**src/rtl/uart_tx_flow_pkg.sv**
```systemverilog
// Shared definitions for the UART transmit path: FSM states, character-length
// encodings and a helper that turns the data_bits field into a bit count.
package uart_tx_flow_pkg;

  typedef enum logic [2:0] {
    ST_IDLE,
    ST_START,
    ST_DATA,
    ST_PARITY,
    ST_STOP
  } tx_state_t;

  localparam logic [1:0] DB_5 = 2'b00;
  localparam logic [1:0] DB_6 = 2'b01;
  localparam logic [1:0] DB_7 = 2'b10;
  localparam logic [1:0] DB_8 = 2'b11;

  function automatic logic [3:0] char_bits(input logic [1:0] db);
    case (db)
      DB_5:    return 4'd5;
      DB_6:    return 4'd6;
      DB_7:    return 4'd7;
      default: return 4'd8;
    endcase
  endfunction

endpackage

```
**src/rtl/uart_sync_fifo.sv**
```systemverilog
// Single-clock FIFO with a show-ahead head word; a push while full is accepted
// only when a pop happens in the same cycle.
module uart_sync_fifo #(
  parameter int DATA_W = 8,
  parameter int DEPTH  = 16
) (
  input  logic                       clk,
  input  logic                       rst_n,
  input  logic                       flush,
  input  logic                       push,
  input  logic [DATA_W-1:0]          push_data,
  input  logic                       pop,
  output logic [DATA_W-1:0]          pop_data,
  output logic [$clog2(DEPTH):0]     count,
  output logic                       full,
  output logic                       empty
);

  localparam int AW = $clog2(DEPTH);

  logic [DATA_W-1:0] mem [DEPTH];
  logic [AW-1:0]     wr_ptr_reg;
  logic [AW-1:0]     rd_ptr_reg;
  logic [AW:0]       count_reg;
  logic              do_push;
  logic              do_pop;

  assign empty    = (count_reg == '0);
  assign full     = (count_reg == (AW+1)'(DEPTH));
  assign count    = count_reg;
  assign pop_data = mem[rd_ptr_reg];
  assign do_pop   = pop && !empty;
  assign do_push  = push && (!full || do_pop);

  always_ff @(posedge clk) begin
    if (do_push && !flush)
      mem[wr_ptr_reg] <= push_data;
  end

  // Pointers wrap naturally because DEPTH is a power of two.
  always_ff @(posedge clk or negedge rst_n) begin
    if (!rst_n) begin
      wr_ptr_reg <= '0;
      rd_ptr_reg <= '0;
      count_reg  <= '0;
    end else if (flush) begin
      wr_ptr_reg <= '0;
      rd_ptr_reg <= '0;
      count_reg  <= '0;
    end else begin
      if (do_push) wr_ptr_reg <= wr_ptr_reg + AW'(1);
      if (do_pop)  rd_ptr_reg <= rd_ptr_reg + AW'(1);
      case ({do_push, do_pop})
        2'b10:   count_reg <= count_reg + (AW+1)'(1);
        2'b01:   count_reg <= count_reg - (AW+1)'(1);
        default: count_reg <= count_reg;
      endcase
    end
  end

endmodule

```
**src/rtl/uart_tx_flow.sv**
```systemverilog
// UART transmitter with TX FIFO, programmable baud divisor, CTS flow control,
// break generation and synchronous flush.
module uart_tx_flow
  import uart_tx_flow_pkg::*;
#(
  parameter int DATA_W     = 8,
  parameter int FIFO_DEPTH = 16,
  parameter int DIV_W      = 16,
  parameter int OVERSAMPLE = 16
) (
  input  logic                          clk,
  input  logic                          rst_n,
  input  logic                          tx_write,
  input  logic [DATA_W-1:0]             tx_data,
  input  logic [DIV_W-1:0]              divisor,
  input  logic [1:0]                    data_bits,
  input  logic                          parity_en,
  input  logic                          parity_even,
  input  logic                          stop2,
  input  logic                          break_en,
  input  logic                          cts_n,
  input  logic                          tx_reset,
  output logic                          stx_o,
  output logic [$clog2(FIFO_DEPTH):0]   tf_count,
  output logic                          tf_full,
  output logic                          tf_empty,
  output logic                          tx_idle,
  output logic                          tf_overrun
);

  localparam int PW = (OVERSAMPLE > 1) ? $clog2(OVERSAMPLE) : 1;

  logic [DIV_W-1:0]  baud_cnt_reg;
  logic              tick;
  logic              cts_s1_reg, cts_s2_reg;
  logic              overrun_reg;
  logic              pop;
  logic [DATA_W-1:0] fifo_head;
  logic              bit_end;

  tx_state_t         state_reg, state_next;
  logic [PW-1:0]     phase_reg, phase_next;
  logic [3:0]        bit_idx_reg, bit_idx_next;
  logic [3:0]        nbits_reg, nbits_next;
  logic [DATA_W-1:0] shift_reg, shift_next;
  logic              par_reg, par_next;
  logic              par_en_reg, par_en_next;
  logic              par_even_reg, par_even_next;
  logic              stop2_reg, stop2_next;
  logic              stx_reg, stx_next;

  uart_sync_fifo #(.DATA_W(DATA_W), .DEPTH(FIFO_DEPTH)) u_fifo (
    .clk      (clk),
    .rst_n    (rst_n),
    .flush    (tx_reset),
    .push     (tx_write && !tx_reset),
    .push_data(tx_data),
    .pop      (pop),
    .pop_data (fifo_head),
    .count    (tf_count),
    .full     (tf_full),
    .empty    (tf_empty)
  );

  assign tick    = (divisor != '0) && (baud_cnt_reg == '0);
  assign bit_end = tick && (phase_reg == PW'(OVERSAMPLE - 1));

  always_ff @(posedge clk or negedge rst_n) begin
    if (!rst_n)                    baud_cnt_reg <= '0;
    else if (divisor == '0)        baud_cnt_reg <= '0;
    else if (baud_cnt_reg == '0)   baud_cnt_reg <= divisor - DIV_W'(1);
    else                           baud_cnt_reg <= baud_cnt_reg - DIV_W'(1);
  end

  always_ff @(posedge clk or negedge rst_n) begin
    if (!rst_n) begin
      cts_s1_reg  <= 1'b1;
      cts_s2_reg  <= 1'b1;
      overrun_reg <= 1'b0;
    end else begin
      cts_s1_reg  <= cts_n;
      cts_s2_reg  <= cts_s1_reg;
      overrun_reg <= tx_write && !tx_reset && tf_full && !pop;
    end
  end

  always_comb begin
    state_next    = state_reg;
    phase_next    = phase_reg;
    bit_idx_next  = bit_idx_reg;
    nbits_next    = nbits_reg;
    shift_next    = shift_reg;
    par_next      = par_reg;
    par_en_next   = par_en_reg;
    par_even_next = par_even_reg;
    stop2_next    = stop2_reg;
    pop           = 1'b0;

    if (tick && state_reg != ST_IDLE)
      phase_next = bit_end ? '0 : phase_reg + PW'(1);

    case (state_reg)
      ST_IDLE: begin
        // Line format is latched here so mid-frame changes cannot corrupt the frame.
        if (tick && !tf_empty && !cts_s2_reg && !break_en) begin
          pop           = 1'b1;
          state_next    = ST_START;
          shift_next    = fifo_head;
          par_next      = 1'b0;
          nbits_next    = char_bits(data_bits);
          par_en_next   = parity_en;
          par_even_next = parity_even;
          stop2_next    = stop2;
          phase_next    = '0;
          bit_idx_next  = '0;
        end
      end
      ST_START: if (bit_end) state_next = ST_DATA;
      ST_DATA: begin
        if (bit_end) begin
          shift_next = shift_reg >> 1;
          par_next   = par_reg ^ shift_reg[0];
          if (bit_idx_reg == nbits_reg - 4'd1) begin
            bit_idx_next = '0;
            state_next   = par_en_reg ? ST_PARITY : ST_STOP;
          end else begin
            bit_idx_next = bit_idx_reg + 4'd1;
          end
        end
      end
      ST_PARITY: if (bit_end) state_next = ST_STOP;
      ST_STOP: begin
        if (bit_end) begin
          if (stop2_reg && bit_idx_reg == 4'd0) begin
            bit_idx_next = 4'd1;
          end else begin
            bit_idx_next = '0;
            state_next   = ST_IDLE;
          end
        end
      end
      default: state_next = ST_IDLE;
    endcase

    if (tx_reset) begin
      state_next   = ST_IDLE;
      phase_next   = '0;
      bit_idx_next = '0;
      pop          = 1'b0;
    end

    case (state_reg)
      ST_START:  stx_next = 1'b0;
      ST_DATA:   stx_next = shift_reg[0];
      ST_PARITY: stx_next = par_reg ^ ~par_even_reg;
      default:   stx_next = 1'b1;
    endcase
    if (break_en) stx_next = 1'b0;
    if (tx_reset) stx_next = 1'b1;
  end

  always_ff @(posedge clk or negedge rst_n) begin
    if (!rst_n) begin
      state_reg    <= ST_IDLE;
      phase_reg    <= '0;
      bit_idx_reg  <= '0;
      nbits_reg    <= '0;
      shift_reg    <= '0;
      par_reg      <= 1'b0;
      par_en_reg   <= 1'b0;
      par_even_reg <= 1'b0;
      stop2_reg    <= 1'b0;
      stx_reg      <= 1'b1;
    end else begin
      state_reg    <= state_next;
      phase_reg    <= phase_next;
      bit_idx_reg  <= bit_idx_next;
      nbits_reg    <= nbits_next;
      shift_reg    <= shift_next;
      par_reg      <= par_next;
      par_en_reg   <= par_en_next;
      par_even_reg <= par_even_next;
      stop2_reg    <= stop2_next;
      stx_reg      <= stx_next;
    end
  end

  assign stx_o      = stx_reg;
  assign tf_overrun = overrun_reg;
  assign tx_idle    = tf_empty && (state_reg == ST_IDLE);

endmodule
```
**config.mk**
```make
export PLATFORM = sky130hd
export DESIGN_NAME = uart_tx_flow
export DESIGN_NICKNAME = d
export VERILOG_FILES = /design/src/rtl/uart_tx_flow_pkg.sv /design/src/rtl/uart_sync_fifo.sv /design/src/rtl/uart_tx_flow.sv
export SDC_FILE = /design/constraint.sdc
export NUM_CORES = 1
export LEC_CHECK = 0
export CAP_MARGIN = 20
export CORE_ASPECT_RATIO = 1.5
export CORE_UTILIZATION = 50
export DETAILED_ROUTE_END_ITERATION = 6
export GPL_ROUTABILITY_DRIVEN = 1
export PLACE_DENSITY = 0.68
export SYNTH_ARGS = -nofsm -noshare
export SYNTH_HDL_FRONTEND = slang
export SYNTH_SLANG_ARGS = --single-unit
```
**constraint.sdc**
```tcl
create_clock -name clk -period 8.85 [get_ports clk]
set_clock_uncertainty 0.15 [all_clocks]
set_input_delay 1.3275 -clock clk [delete_from_list [all_inputs] [get_ports clk]]
set_output_delay 1.3275 -clock clk [all_outputs]
set_load 0.01 [all_outputs]
```
==> impl_metrics.py, run 1 <==
metrics = {
    "sta": {
        "rsz0062_at_grt": "no",
        "slew_of_the_pin_with_the_lowest_slew_margin_ns": 0.963,
        "fin_setup_tns_ns": 0,
        "post-route-min-period_ns": 4.46,
        "final-max-slew-violation-count": 0,
        "timing_hold_violations_final": 0,
        "timing.final.ws_setup_ns": 4.39,
        "setup-violations-final": 0,
        "final_cycle_share_pct": 50.4,
        "fmaxAchievable_mhz": 224,
        "worst_slew_margin_rel_pct": 35.6,
    },
    "cells_and_area": {
        "antenna_cells": 0,
        "fillCellCount": 1336,
        "final_layout_size_suffix_gt1_share_pct": 10.3,
        "area.sequential_um2": 5350,
        "largest_register_ff_count": 128,
        "flow.area_growth_from_synthesis_pct": 14.3,
        "nNetsFinal": 747,
        "multi_input_comb_area_um2": 3080,
    },
    "synthesis": {
        "mappedNetlistArea_um2": 8620,
        "postSynthRegisterBits": 188,
        "yosys-top-cells-count": "128 x sky130_fd_sc_hd__edfxtp_1, 62 x sky130_fd_sc_hd__nor2_1, 57 x sky130_fd_sc_hd__dfrtp_1",
        "number_of_enable_flip_flop_cells_after_synthesis": 128,
        "synth_fp_nets": 707,
        "synthDominantCellAreaShare_pct": 44.6,
        "yosys.area.top_type": "sky130_fd_sc_hd__edfxtp_1",
        "synth_area_per_cell_um2": 13.1,
        "ys_top_cells_by_area": "sky130_fd_sc_hd__edfxtp_1 45%, sky130_fd_sc_hd__dfrtp_1 17%, sky130_fd_sc_hd__mux2i_1 4.3%, sky130_fd_sc_hd__mux4_2 4.2%, sky130_fd_sc_hd__nor2_1 2.7%",
        "asyncSetResetFlopFracSynth_pct": 31.9,
        "synth_cells": 657,
        "ys_dominant_reg_cell": "sky130_fd_sc_hd__edfxtp_1",
        "yosysMostFrequentCell": "sky130_fd_sc_hd__edfxtp_1",
        "synthDistinctLibCells": 62,
        "ys_seq_area_share_pct": 62.0,
        "ys.warnings.count": 0,
    },
    "pwr": {
        "power.share.switching_pct": 24.3,
        "report.power.total_mw": 1.93,
        "clkPwrFrac_pct": 39.6,
        "power.combinational.fraction_pct": 8.8,
        "internal-power_mw": 1.46,
        "seq_power_share_pct": 51.6,
        "power.net_switching_uw": 468,
        "p_leak_nw": 3.48,
        "max_rail_drop_vdd_mv": 0.129,
        "power-per-cell-area_nw_per_um2": 196,
    },
    "cts": {
        "worst_setup_hold_path_clk_slew_ns": 0.07,
        "cts_tree": "yes",
        "post_cts.repair.setup_buffers": 0,
        "cts_root_buf": "sky130_fd_sc_hd__clkbuf_16",
        "ctsHoldBuffers": 0,
        "clkSinkCount": 188,
        "post_cts_sizing": 0,
        "cts-root-to-sink-buffers": 2,
        "cts-htree-levels": 4,
        "inserted_clock_buffers": 17,
        "worst_skew_pair.late_latency_ns": 0.42,
    },
    "status": {
        "outcome": "complete, no violations",
    },
    "run": {
        "max-cap-violations": 0,
    },
    "global_route": {
        "grt_antenna_before_repair": 0,
        "grt_max_degree": 61,
        "gr-usage-all-layers_pct": 23.1,
        "grt_pass1_vias": 5878,
        "grt_overflow_total": 0,
        "grt_pass1_wl_mm": 30.6,
    },
    "placement": {
        "numPortBuffers": 44,
        "place.detailed.hpwl_mm": 13.0,
        "place_ws_ns": 3.98,
        "gpl_wtd_cong": 0.954,
    },
    "worst_setup_path": {
        "worstReg2RegStart": "baud_cnt_reg[11]",
        "timing.critical_path.fanout_max": 7,
        "worst-endpoint-arrival_ns": 4.62,
        "r2r-end": "u_fifo.count[4]",
        "startpoint": "divisor[11]",
        "timing.critical_path.required_ns": 9.01,
        "ff2ff_setup_slack_ns": 4.99,
        "timing.critical_path.to_type": "flip-flop",
        "kind_of_launch_point_of_the_worst_setup_path": "input port",
        "crit_end": "u_fifo.count[4]",
        "reg2reg_depth": 10,
        "worst-setup-path-type": "input port to flip-flop",
    },
    "floorplan": {
        "rows": 58,
        "die_width_um": 109,
        "die_h_um": 163,
        "initial_utilization_pct": 51.2,
        "die_footprint_um2": 17800,
        "core_um2": 16800,
        "floorplan.io_pins": 45,
    },
    "routing": {
        "dr_total_vias": 5656,
        "detail_route.iter0.violations": 379,
        "wl_per_cell_um": 20.7,
        "drcViolationCount": 0,
        "drt_first_pass_iters": 5,
        "dr_vias_cell": 6.16,
        "final_wirelength_mm": 19.0,
        "ant_nets": 0,
    },
    "hold_path": {
        "hold_path.class": "flip-flop to flip-flop",
    },
}
[power by group through the flow]
stage	Sequential [mW]	Combinational, mW	Clock, mW
6_report	0.995	0.170	0.764
3_3_place_gp	1.01	0.163	0
5_1_grt	0.999	0.187	0.808
4_1_cts	0.994	0.170	0.776
3_5_place_dp	1.01	0.169	0
2_1_floorplan	1.00	0.103	0
[stage by stage]
stage               utilization, %  hold WS [ns]  instances  cell area [µm²]
floorplan                        -         0.195        657             8620
global placement              55.1         0.200        888             9270
detailed placement            55.1         0.202        888             9270
CTS                           58.6         0.219        918             9860
global route                  58.6         0.224        918             9860
finish                        58.6         0.214        918             9860
[worst max-delay path, stage by stage]
cell	delay [ns]
sky130_fd_sc_hd__clkdlybuf4s50_1	0.46
sky130_fd_sc_hd__or4_1	0.62
sky130_fd_sc_hd__or4_1	0.45
sky130_fd_sc_hd__o211ai_1	0.56
sky130_fd_sc_hd__nor4_1	0.13
sky130_fd_sc_hd__ha_1	0.34
sky130_fd_sc_hd__a21oi_1	0.16
sky130_fd_sc_hd__mux2i_1	0.09
sky130_fd_sc_hd__a21oi_1	0.15
sky130_fd_sc_hd__mux2_2	0.34
[routing by layer]
| layer | up-vias | track usage [%] | routed length, µm |
|---|---|---|---|
| met5 | - | 0 | 0 |
| met4 | 0 | 11.8 | 684 |
| met1 | 2826 | 26.8 | 7380 |
| met2 | 185 | 40.6 | 10100 |
| li1 | 2612 | - | - |
| met3 | 33 | 3.64 | 821 |
[cell usage in the layout, fill, tap and decap left out, types with 8 or more instances in the layout]
| master | count |
|---|---|
| sky130_fd_sc_hd__nand3_1 | 13 |
| sky130_fd_sc_hd__or3_1 | 8 |
| sky130_fd_sc_hd__and3_1 | 12 |
| sky130_fd_sc_hd__a21oi_1 | 31 |
| sky130_fd_sc_hd__a221oi_1 | 18 |
| sky130_fd_sc_hd__edfxtp_1 | 128 |
| sky130_fd_sc_hd__clkbuf_16 | 17 |
| sky130_fd_sc_hd__nand2_1 | 32 |
| sky130_fd_sc_hd__nor4_1 | 14 |
| sky130_fd_sc_hd__o2bb2ai_1 | 8 |
| sky130_fd_sc_hd__clkdlybuf4s50_1 | 43 |
| sky130_fd_sc_hd__nor3_1 | 13 |
| sky130_fd_sc_hd__mux2i_1 | 37 |
| sky130_fd_sc_hd__xor2_1 | 15 |
| sky130_fd_sc_hd__ha_1 | 15 |
| sky130_fd_sc_hd__mux4_2 | 16 |
| sky130_fd_sc_hd__inv_1 | 18 |
| sky130_fd_sc_hd__xnor2_1 | 9 |
| sky130_fd_sc_hd__buf_4 | 10 |
| sky130_fd_sc_hd__o21ai_0 | 21 |
| sky130_fd_sc_hd__nor2_1 | 62 |
| sky130_fd_sc_hd__dfrtp_1 | 56 |
| sky130_fd_sc_hd__a22oi_1 | 8 |
[kinds of logic (layout without fill, tap and decap cells)]
logic type	count (synthesis)	after routing	synth area share [%]
and+or+nand+nor	186	186	10.8
buffers and inverters	52	103	2.29
DFF	188	188	62.0
AOI/OAI and AO/OA	136	136	11.4
muxes	56	56	8.86
adders and majority gates	15	15	2.18
xor gates and xnor gates	24	24	2.44
[how the worst min path moves through the flow]
stage,start,end,slack [ns],depth (start not counted)
2_1_floorplan,cts_s1_reg,cts_s2_reg,0.20,0
3_3_place_gp,cts_s1_reg,cts_s2_reg,0.20,0
3_5_place_dp,cts_s1_reg,cts_s2_reg,0.20,0
4_1_cts,cts_s1_reg,cts_s2_reg,0.22,0
5_1_grt,cts_s1_reg,cts_s2_reg,0.22,0
6_report,cts_s1_reg,cts_s2_reg,0.21,0
[layout make-up]
class | count | share of cell area, %
Clock buffer | 18 | 4.35
Clock inverter | 12 | 1.59
Inverter | 19 | 0.723
Multi-Input combinational cell | 417 | 31.2
Sequential cell | 188 | 54.3
Tap cell | 210 | 2.67
Timing Repair Buffer | 54 | 5.18
Note: power is estimated with default switching activity, not from simulation.
==> run 2, diff against run 1 <==
--- a/config.mk
+++ b/config.mk
@@ -10,7 +10,7 @@
 export CORE_UTILIZATION = 50
 export DETAILED_ROUTE_END_ITERATION = 6
 export GPL_ROUTABILITY_DRIVEN = 1
-export PLACE_DENSITY = 0.68
+export PLACE_DENSITY = 0.71
 export SYNTH_ARGS = -nofsm -noshare
 export SYNTH_HDL_FRONTEND = slang
 export SYNTH_SLANG_ARGS = --single-unit
==> constraint.sdc (replaced) <==
create_clock -name clk -period 3.79 [get_ports clk]
set_clock_uncertainty 0.15 [all_clocks]
set_input_delay 0.5685 -clock clk [delete_from_list [all_inputs] [get_ports clk]]
set_output_delay 0.5685 -clock clk [all_outputs]
set_load 0.01 [all_outputs]
==> run 2 against run 1 <==
  * Cell count rose by 3.6%
  * Die area did not move
  * Largest power group unchanged
  * Sequential power rose by 130%
  * Critical path type is now flip-flop to flip-flop
  * Clock-buffer cell count did not move
  * Cell area rose by 2.2%
==> impl_metrics.py, run 2 (same netlist as run 1, synthesis figures left out) <==
metrics = {
    "status": {
        "outcome": "complete, no violations",
    },
    "worst_setup_path": {
        "timing.critical_path.to_type": "flip-flop",
        "timing.critical_path.required_ns": 3.99,
        "startpoint": "baud_cnt_reg[11]",
        "worst-setup-path-type": "flip-flop to flip-flop",
        "worstReg2RegStart": "baud_cnt_reg[11]",
        "worst-endpoint-arrival_ns": 3.68,
        "critPathSlowestCell": "sky130_fd_sc_hd__or4_1",
        "path_cells": "or4_1 -> or4_4 -> buf_4 -> nor2_1 -> a21oi_1 -> ha_1 -> and2_1 -> o311ai_1 -> or4b_2 -> mux2i_1 -> o2bb2ai_1",
        "kind_of_launch_point_of_the_worst_setup_path": "flip-flop",
        "ff2ff_setup_slack_ns": 0.31,
        "timing.critical_path.fanout_max": 10,
        "reg2reg_depth": 11,
        "r2r-end": "baud_cnt_reg[10]",
        "critical_path.max_stage_delay_ns": 0.62,
    },
    "floorplan": {
        "core_um2": 16800,
        "die_width_um": 109,
        "initial_utilization_pct": 51.2,
        "die_footprint_um2": 17800,
        "die_h_um": 163,
        "floorplan.io_pins": 45,
        "rows": 58,
    },
    "cts": {
        "post_cts.repair.setup_buffers": 0,
        "clkSinkCount": 188,
        "inserted_clock_buffers": 17,
        "post_cts_sizing": 0,
        "cts_tree": "yes",
        "ctsHoldBuffers": 0,
        "worst_skew_pair.late_latency_ns": 0.43,
        "cts-htree-levels": 4,
        "cts-root-to-sink-buffers": 2,
        "cts_root_buf": "sky130_fd_sc_hd__clkbuf_16",
        "worst_setup_hold_path_clk_slew_ns": 0.07,
    },
    "sta": {
        "final_cycle_share_pct": 91.8,
        "slew_of_the_pin_with_the_lowest_slew_margin_ns": 0.854,
        "timing_hold_violations_final": 0,
        "timing.final.ws_setup_ns": 0.310,
        "rsz0062_at_grt": "no",
        "setup-violations-final": 0,
        "final-max-slew-violation-count": 0,
        "post-route-min-period_ns": 3.48,
        "fmaxAchievable_mhz": 287,
        "fin_setup_tns_ns": 0,
        "worst_slew_margin_rel_pct": 43.0,
    },
    "cells_and_area": {
        "largest_register_ff_count": 128,
        "finalNonFillerCells": 951,
        "mostFrequentLayoutCell": "sky130_fd_sc_hd__edfxtp_1",
        "fillCellCount": 1306,
        "final_layout_size_suffix_gt1_share_pct": 14.3,
        "nNetsFinal": 778,
        "post-route-cell-area_um2": 10100,
        "flow.area_growth_from_synthesis_pct": 16.8,
        "layout_common_cells": "128 x sky130_fd_sc_hd__edfxtp_1, 62 x sky130_fd_sc_hd__nor2_1, 56 x sky130_fd_sc_hd__dfrtp_1",
        "antenna_cells": 0,
    },
    "global_route": {
        "grt_pass1_vias": 5926,
        "gr-usage-all-layers_pct": 23.0,
        "grt_overflow_total": 0,
        "grt_max_degree": 38,
        "grt_pass1_wl_mm": 30.5,
        "grt_antenna_before_repair": 0,
    },
    "routing": {
        "final_wirelength_mm": 19.2,
        "drcViolationCount": 0,
        "detail_route.iter0.violations": 380,
        "dr_vias_cell": 6.08,
        "drt_first_pass_iters": 5,
        "dr_total_vias": 5781,
        "ant_nets": 0,
        "wl_per_cell_um": 20.2,
    },
    "pwr": {
        "max_rail_drop_vdd_mv": 0.318,
        "p_leak_nw": 3.63,
        "power-per-cell-area_nw_per_um2": 438,
    },
    "run": {
        "max-cap-violations": 0,
    },
    "placement": {
        "gpl_wtd_cong": 0.880,
        "dp_cells": 919,
        "place.detailed.hpwl_mm": 13.7,
        "placed_cell_area_um2": 9520,
        "place_ws_ns": 0.0384,
        "numPortBuffers": 44,
    },
    "hold_path": {
        "hold_path.class": "input port to asynchronous set/reset pin",
    },
}
==> run 2: cell count changes in the layout (fill, tap and decap cells not counted), sizes merged <==
cell      previous run  this run
inv                 24        27
bufinv               2         0
clkinvlp             1         2
buf                 11        42
==> run 2: how the worst max path moves through the flow <==
stage / depth (start not counted) / slack, ns / end
3_5_place_dp: 10 / 0.04 / u_fifo.count[4]
5_1_grt: 11 / 0.07 / baud_cnt_reg[10]
4_1_cts: 11 / 0.32 / baud_cnt_reg[10]
3_3_place_gp: 10 / 0.11 / u_fifo.count[4]
2_1_floorplan: 11 / 0.16 / u_fifo.count[4]
6_report: 11 / 0.31 / baud_cnt_reg[10]
==> run 2: report_power, final <==
| group | total, mW | internal (mW) | switching, mW | leakage, nW |
|---|---|---|---|---|
| clock | 1.68 | 0.867 | 0.812 | 0.271 |
| combinational | 0.405 | 0.181 | 0.224 | 1.42 |
| sequential | 2.32 | 2.26 | 0.0682 | 1.94 |
==> run 2: stage by stage <==
step                      total power, mW  utilization [%]  hold WS, ns
after floorplan                      2.58                -        0.123
after global placement               2.75             56.5        0.201
after detailed placement             2.77             56.5        0.204
after CTS                            4.44             59.8        0.113
after global routing                 4.56             59.8        0.146
final                                4.41             59.8       0.0909
==> run 2: area by class of cell <==
type                    count  area [µm²]  area share [%]
repair buffers             85         756            7.50
multi-input cells         417        3080            30.6
well taps                 210         263            2.61
clock buffers              18         429            4.26
inverters                  19        71.3           0.708
clock inverters            14         125            1.24
flip-flops and latches    188        5350            53.1
==> run 2: layer usage <==
metal	routed length, µm	track usage (%)
met5	0	0
met4	799	12.0
met3	726	4.72
met2	10200	40.6
met1	7470	25.8
==> run 2: critical path, delay by kind of cell (launching register included) <==
kind | cells | cell delay (ns)
compound gates | 3 | 0.45
fa+ha+maj | 1 | 0.23
buf+inv | 1 | 0.20
flops | 1 | 0.41
mux | 1 | 0.21
simple gates | 5 | 1.75
==> variant 1: new RTL, flow settings as in run 1 <==
Change the parameter `FIFO_DEPTH` from 16 to 32.
--- a/src/rtl/uart_tx_flow.sv
+++ b/src/rtl/uart_tx_flow.sv
@@ -4,7 +4,7 @@
   import uart_tx_flow_pkg::*;
 #(
   parameter int DATA_W     = 8,
-  parameter int FIFO_DEPTH = 16,
+  parameter int FIFO_DEPTH = 32,
   parameter int DIV_W      = 16,
   parameter int OVERSAMPLE = 16
 ) (
Ports: changed (resized tf_count); port bits go from 45 to 46. The function was not compared with the original's and may differ.
==> variant 1 against run 1 <==
Worst setup slack worse by 620 ps; final cell count is 38% higher; first-iteration DRC count is 28% higher; sequential cell count is 131 higher; routed wire length is 51% higher; power is 69% higher; synthesized area is 59% higher; design area is 58% higher; combinational power is 83% higher; critical path type unchanged; largest power group unchanged.
==> variant 1: results (changes against run 1) <==
{
  "run_status": {"value": "finished clean", "change": "unchanged"},
  "dp_hpwl": {"value": 18700, "unit": "µm", "change": "was 13,000 µm"},
  "met2WireLength": {"value": 15400, "unit": "µm", "change": "was 10,100 µm"},
  "timing.reg2reg.worst_path_depth": {"value": 12, "change": "was 10"},
  "met1_use_gr": {"value": 0.253, "change": "was 0.268"},
  "yosys.area_share.xor_xnor": {"value": 0.0160, "change": "was 0.0244"},
  "fraction_of_the_yosys_area_taken_by_sequential_cells": {"value": 0.675, "change": "was 0.620"},
  "globalRouteMet2Util": {"value": 0.383, "change": "was 0.406"},
  "met1_length": {"value": 11000, "unit": "µm", "change": "was 7380 µm"},
  "detail_route.wl_per_cell": {"value": 22.7, "unit": "µm", "change": "was 20.7 µm"},
  "synth_edf_count": {"value": 256, "change": "was 128"},
  "switching_power_share_of_the_total": {"value": 0.235, "change": "was 0.243"},
  "max-clock-path-buffers": {"value": 3, "change": "was 2"},
  "yosysUniqueCellTypes": {"value": 63, "change": "was 62"},
  "top_cells_by_area_synth": {"value": "edfxtp_1 56%, dfrtp_1 11%, mux4_2 11%", "change": "was edfxtp_1 45%, dfrtp_1 17%, mux2i_1 4.3%"},
  "synthCells": {"value": 855, "change": "was 657"},
  "maximum_number_of_pins_on_one_net_before_global_route_repair": {"value": 67, "change": "was 61"},
  "place_congestion": {"value": 0.860, "change": "was 0.954"},
  "track_usage": {"value": 0.213, "change": "was 0.231"},
  "grtUsageMet3": {"value": 0.0245, "change": "was 0.0364"},
  "drtIter0Drc": {"value": 486, "change": "was 379"},
  "r2r-start": {"value": "baud_cnt_reg[4]$_DFF_PN0_", "change": "was baud_cnt_reg[11]$_DFF_PN0_"},
  "critical_path.startpoint": {"value": "divisor[4]", "change": "was divisor[11]"},
  "pre_cts_ws": {"value": 3260, "unit": "ps", "change": "was 3980 ps"},
  "grt_pass1_vias": {"value": 7775, "change": "was 5,878"},
  "via_count": {"value": 7643, "change": "was 5,656"},
  "detail_route.wirelength": {"value": 28700, "unit": "µm", "change": "was 19,000 µm"},
  "number_of_detailed_routing_iterations_run_before_antenna_repair": {"value": 7, "change": "was 5"},
  "synth-async-reset-ratio": {"value": 0.197, "change": "was 0.319"},
  "flip_flop_count_of_the_largest_register_after_layout": {"value": 256, "change": "was 128"},
  "synth.top_cells.by_count": {"value": "256 x edfxtp_1, 78 x nor2_1, 66 x mux4_2", "change": "was 128 x edfxtp_1, 62 x nor2_1, 57 x dfrtp_1"},
  "dp_cells": {"value": 1206, "change": "was 888"},
  "power.static_leakage": {"value": 5.17, "unit": "nW", "change": "was 3.48 nW"}
}
## variant 1: cells by family after synthesis
family | after synthesis
AOI/OAI and AO/OA | 115
xor gates and xnor gates | 25
adders and majority gates | 18
buffers and inverters | 61
DFF | 319
muxes | 108
and+or+nand+nor | 209
## variant 1: area by class of cell
type | instances | area (µm²)
clock buffers | 31 | 733
multi-input cells | 475 | 4200
repair buffers | 64 | 716
flip-flops and latches | 319 | 9270
fillers | 2014 | 11100
inverters | 19 | 71.3
clock inverters | 21 | 198
well taps | 337 | 422
## variant 1: worst max path at each step
stage                                             end  slack (ps)  cells after the start
after global placement    u_fifo.count[5]$_DFFE_PN0P_        3300                     13
after floorplan           u_fifo.count[5]$_DFFE_PN0P_        3950                     14
after CTS                 u_fifo.count[5]$_DFFE_PN0P_        3840                     13
after detailed placement  u_fifo.count[5]$_DFFE_PN0P_        3260                     13
after global routing      u_fifo.count[5]$_DFFE_PN0P_        3560                     13
final                     u_fifo.count[5]$_DFFE_PN0P_        3770                     13
## variant 1: worst max-delay path, cell delays in order
cell and delay [ps]:
clkdlybuf4s50_1 540, or4_4 570, or3_4 380, or4_4 620
nand4_1 210, nor2_1 150, ha_1 310, a21o_1 160
a21oi_1 230, o21bai_1 100, a21oi_1 210, mux2i_1 220
mux2_1 330
## variant 1: power by group through the flow
| stage | logic (mW) | clock network [mW] | registers (mW) |
|---|---|---|---|
| final | 0.311 | 1.23 | 1.71 |
| after global routing | 0.347 | 1.30 | 1.72 |
| after CTS | 0.303 | 1.25 | 1.71 |
| after detailed placement | 0.300 | 0 | 1.75 |
| after global placement | 0.296 | 0 | 1.75 |
| after floorplan | 0.203 | 0 | 1.73 |
==> variant 2: new RTL, settings of run 1 <==
Without the edit above. Take the reset off `shift_reg` and load it in a clocked block of its own.
--- a/src/rtl/uart_tx_flow.sv
+++ b/src/rtl/uart_tx_flow.sv
@@ -165,7 +165,6 @@
       phase_reg    <= '0;
       bit_idx_reg  <= '0;
       nbits_reg    <= '0;
-      shift_reg    <= '0;
       par_reg      <= 1'b0;
       par_en_reg   <= 1'b0;
       par_even_reg <= 1'b0;
@@ -176,7 +175,6 @@
       phase_reg    <= phase_next;
       bit_idx_reg  <= bit_idx_next;
       nbits_reg    <= nbits_next;
-      shift_reg    <= shift_next;
       par_reg      <= par_next;
       par_en_reg   <= par_en_next;
       par_even_reg <= par_even_next;
@@ -185,6 +183,10 @@
     end
   end
 
+  always_ff @(posedge clk) begin
+    shift_reg <= shift_next;
+  end
+
   assign stx_o      = stx_reg;
   assign tf_overrun = overrun_reg;
   assign tx_idle    = tf_empty && (state_reg == ST_IDLE);
Check against the original RTL: same outputs for any inputs over 4 cycles, from zero or initial values and one cycle with rst_n low; that may be too few to reach the edited logic, so the function may still have changed.
==> variant 2 against run 1 <==
Worst setup slack got worse by 360 ps; power grew 5.7%; synthesized area is 0.33% higher; design area up 0.81%; combinational power rose by 54%; routed wire length is 2.9% lower; via count fell by 1.2%; sequential cell count unchanged; critical path type unchanged.
==> variant 2: results (changes against run 1) <==
{
  "run_status": {"value": "finished clean", "change": "unchanged"},
  "place_congestion": {"value": 0.871, "change": "was 0.954"},
  "io_buffers": {"value": 44, "change": "unchanged"},
  "power_report.internal_total": {"value": 1.50, "unit": "mW", "change": "was 1.46 mW"},
  "finalNetCount": {"value": 740, "change": "was 747"},
  "detail_route.wirelength": {"value": 18500, "unit": "µm", "change": "was 19,000 µm"},
  "grtUsageMet3": {"value": 0.0443, "change": "was 0.0364"},
  "yosysUniqueCellTypes": {"value": 63, "change": "was 62"},
  "syn-num-nets": {"value": 690, "change": "was 707"},
  "dp_hpwl": {"value": 12600, "unit": "µm", "change": "was 13,000 µm"},
  "layout-drive-gt1-share": {"value": 0.138, "change": "was 0.103"},
  "track_usage": {"value": 0.222, "change": "was 0.231"},
  "nFillCells": {"value": 1322, "change": "was 1,336"},
  "crit_path_leading_delay_family": {"value": "compound AO/OA/AOI/OAI gates", "change": "was simple AND/OR/NAND/NOR gates"},
  "diodes": {"value": 0, "change": "unchanged"},
  "grt_pass1_vias": {"value": 5738, "change": "was 5,878"},
  "cts_setup_buffers": {"value": 0, "change": "unchanged"},
  "pre_cts_ws": {"value": 3080, "unit": "ps", "change": "was 3980 ps"},
  "drt-vias-per-instance": {"value": 6.12, "change": "was 6.16"},
  "holdCritPathClass": {"value": "reg -> reg", "change": "unchanged"},
  "top_cells_by_area_synth": {"value": "edfxtp_1 47%, dfrtp_1 14%, mux4_2 7.3%", "change": "was edfxtp_1 45%, dfrtp_1 17%, mux2i_1 4.3%"},
  "comb_power_share": {"value": 0.128, "change": "was 0.088"},
  "synth-async-reset-ratio": {"value": 0.277, "change": "was 0.319"},
  "met1_use_gr": {"value": 0.255, "change": "was 0.268"},
  "slowest_cell_delay_on_critical_path": {"value": 600, "unit": "ps", "change": "was 620 ps"},
  "drtIter0Drc": {"value": 364, "change": "was 379"},
  "fraction_of_the_yosys_area_taken_by_sequential_cells": {"value": 0.623, "change": "was 0.620"},
  "number_of_buffers_inserted_during_clock_tree_synthesis": {"value": 17, "change": "unchanged"},
  "power.share.sequential": {"value": 0.509, "change": "was 0.516"},
  "sw_pwr": {"value": 541, "unit": "µW", "change": "was 468 µW"},
  "synth_edf_count": {"value": 136, "change": "was 128"},
  "worst_pin_slew": {"value": 996, "unit": "ps", "change": "was 963 ps"},
  "cpMaxStageDelayCell": {"value": "clkdlybuf4s50_1", "change": "was or4_1"},
  "vdd_drop_max": {"value": 0.136, "unit": "mV", "change": "was 0.129 mV"},
  "power.static_leakage": {"value": 3.43, "unit": "nW", "change": "was 3.48 nW"},
  "maximum_number_of_pins_on_one_net_before_global_route_repair": {"value": 53, "change": "was 61"},
  "min_period_over_period": {"value": 0.544, "change": "was 0.504"},
  "number_of_detailed_routing_iterations_run_before_antenna_repair": {"value": 7, "change": "was 5"},
  "global_route_wire_length_before_repair": {"value": 29500, "unit": "µm", "change": "was 30,600 µm"}
}
-- variant 2: cell types whose count changed in the layout (fill, tap and decap cells not counted), sizes merged, moves of 9 or more --
cell	run 1	this run
o221ai	0	13
nand2	32	54
mux4	16	28
nor2	62	46
a221oi	18	0
nor3	14	23
mux2i	37	16
-- variant 2: area by class of cell --
cell class                 instances  share of cell area
sequential                       188               0.542
multi-input combinational        406               0.310
clock buffer                      19              0.0436
clock inverter                    13              0.0133
timing repair buffer              59              0.0572
tap                              210              0.0264
inverter                          18             0.00680
-- variant 2: per-stage QoR --
stage	cell area [µm²]	hold slack, ps	std cells
final	9940	210	913
after global routing	9940	214	913
after CTS	9900	213	911
after detailed placement	9340	200	879
after global placement	9340	200	879
after floorplan	8650	195	640
-- variant 2: cell families after synthesis --
| logic type | synth area share |
|---|---|
| simple gates | 0.117 |
| mux | 0.103 |
| fa+ha+maj | 0.0217 |
| compound gates | 0.0972 |
| xor+xnor | 0.0172 |
| buf+inv | 0.0208 |
| flops | 0.623 |
-- variant 2: metal layers --
layer  up-vias  part of all wire
met3        42             0.042
met1      2785              0.40
met4         0             0.027
met2       178              0.53
met5         -                 0
li1       2585                 -
-- variant 2: worst paths after layout --
kind                                             from                               end  slack, ps  cells past startpoint
max                                          tx_reset       u_fifo.count[4]$_DFFE_PN0P_       4040                     10
min                              cts_s1_reg$_DFF_PN1_              cts_s2_reg$_DFF_PN1_        210                      0
max reg2reg                baud_cnt_reg[11]$_DFF_PN0_        u_fifo.mem[9][2]$_DFFE_PP_       4940                      6
min reg2reg                      cts_s1_reg$_DFF_PN1_              cts_s2_reg$_DFF_PN1_        210                      0
max in group asynchronous                       rst_n  u_fifo.rd_ptr_reg[0]$_DFFE_PN0P_       7180                      2
min in group asynchronous                       rst_n          state_reg[0]$_DFFE_PN0P_        880                      2
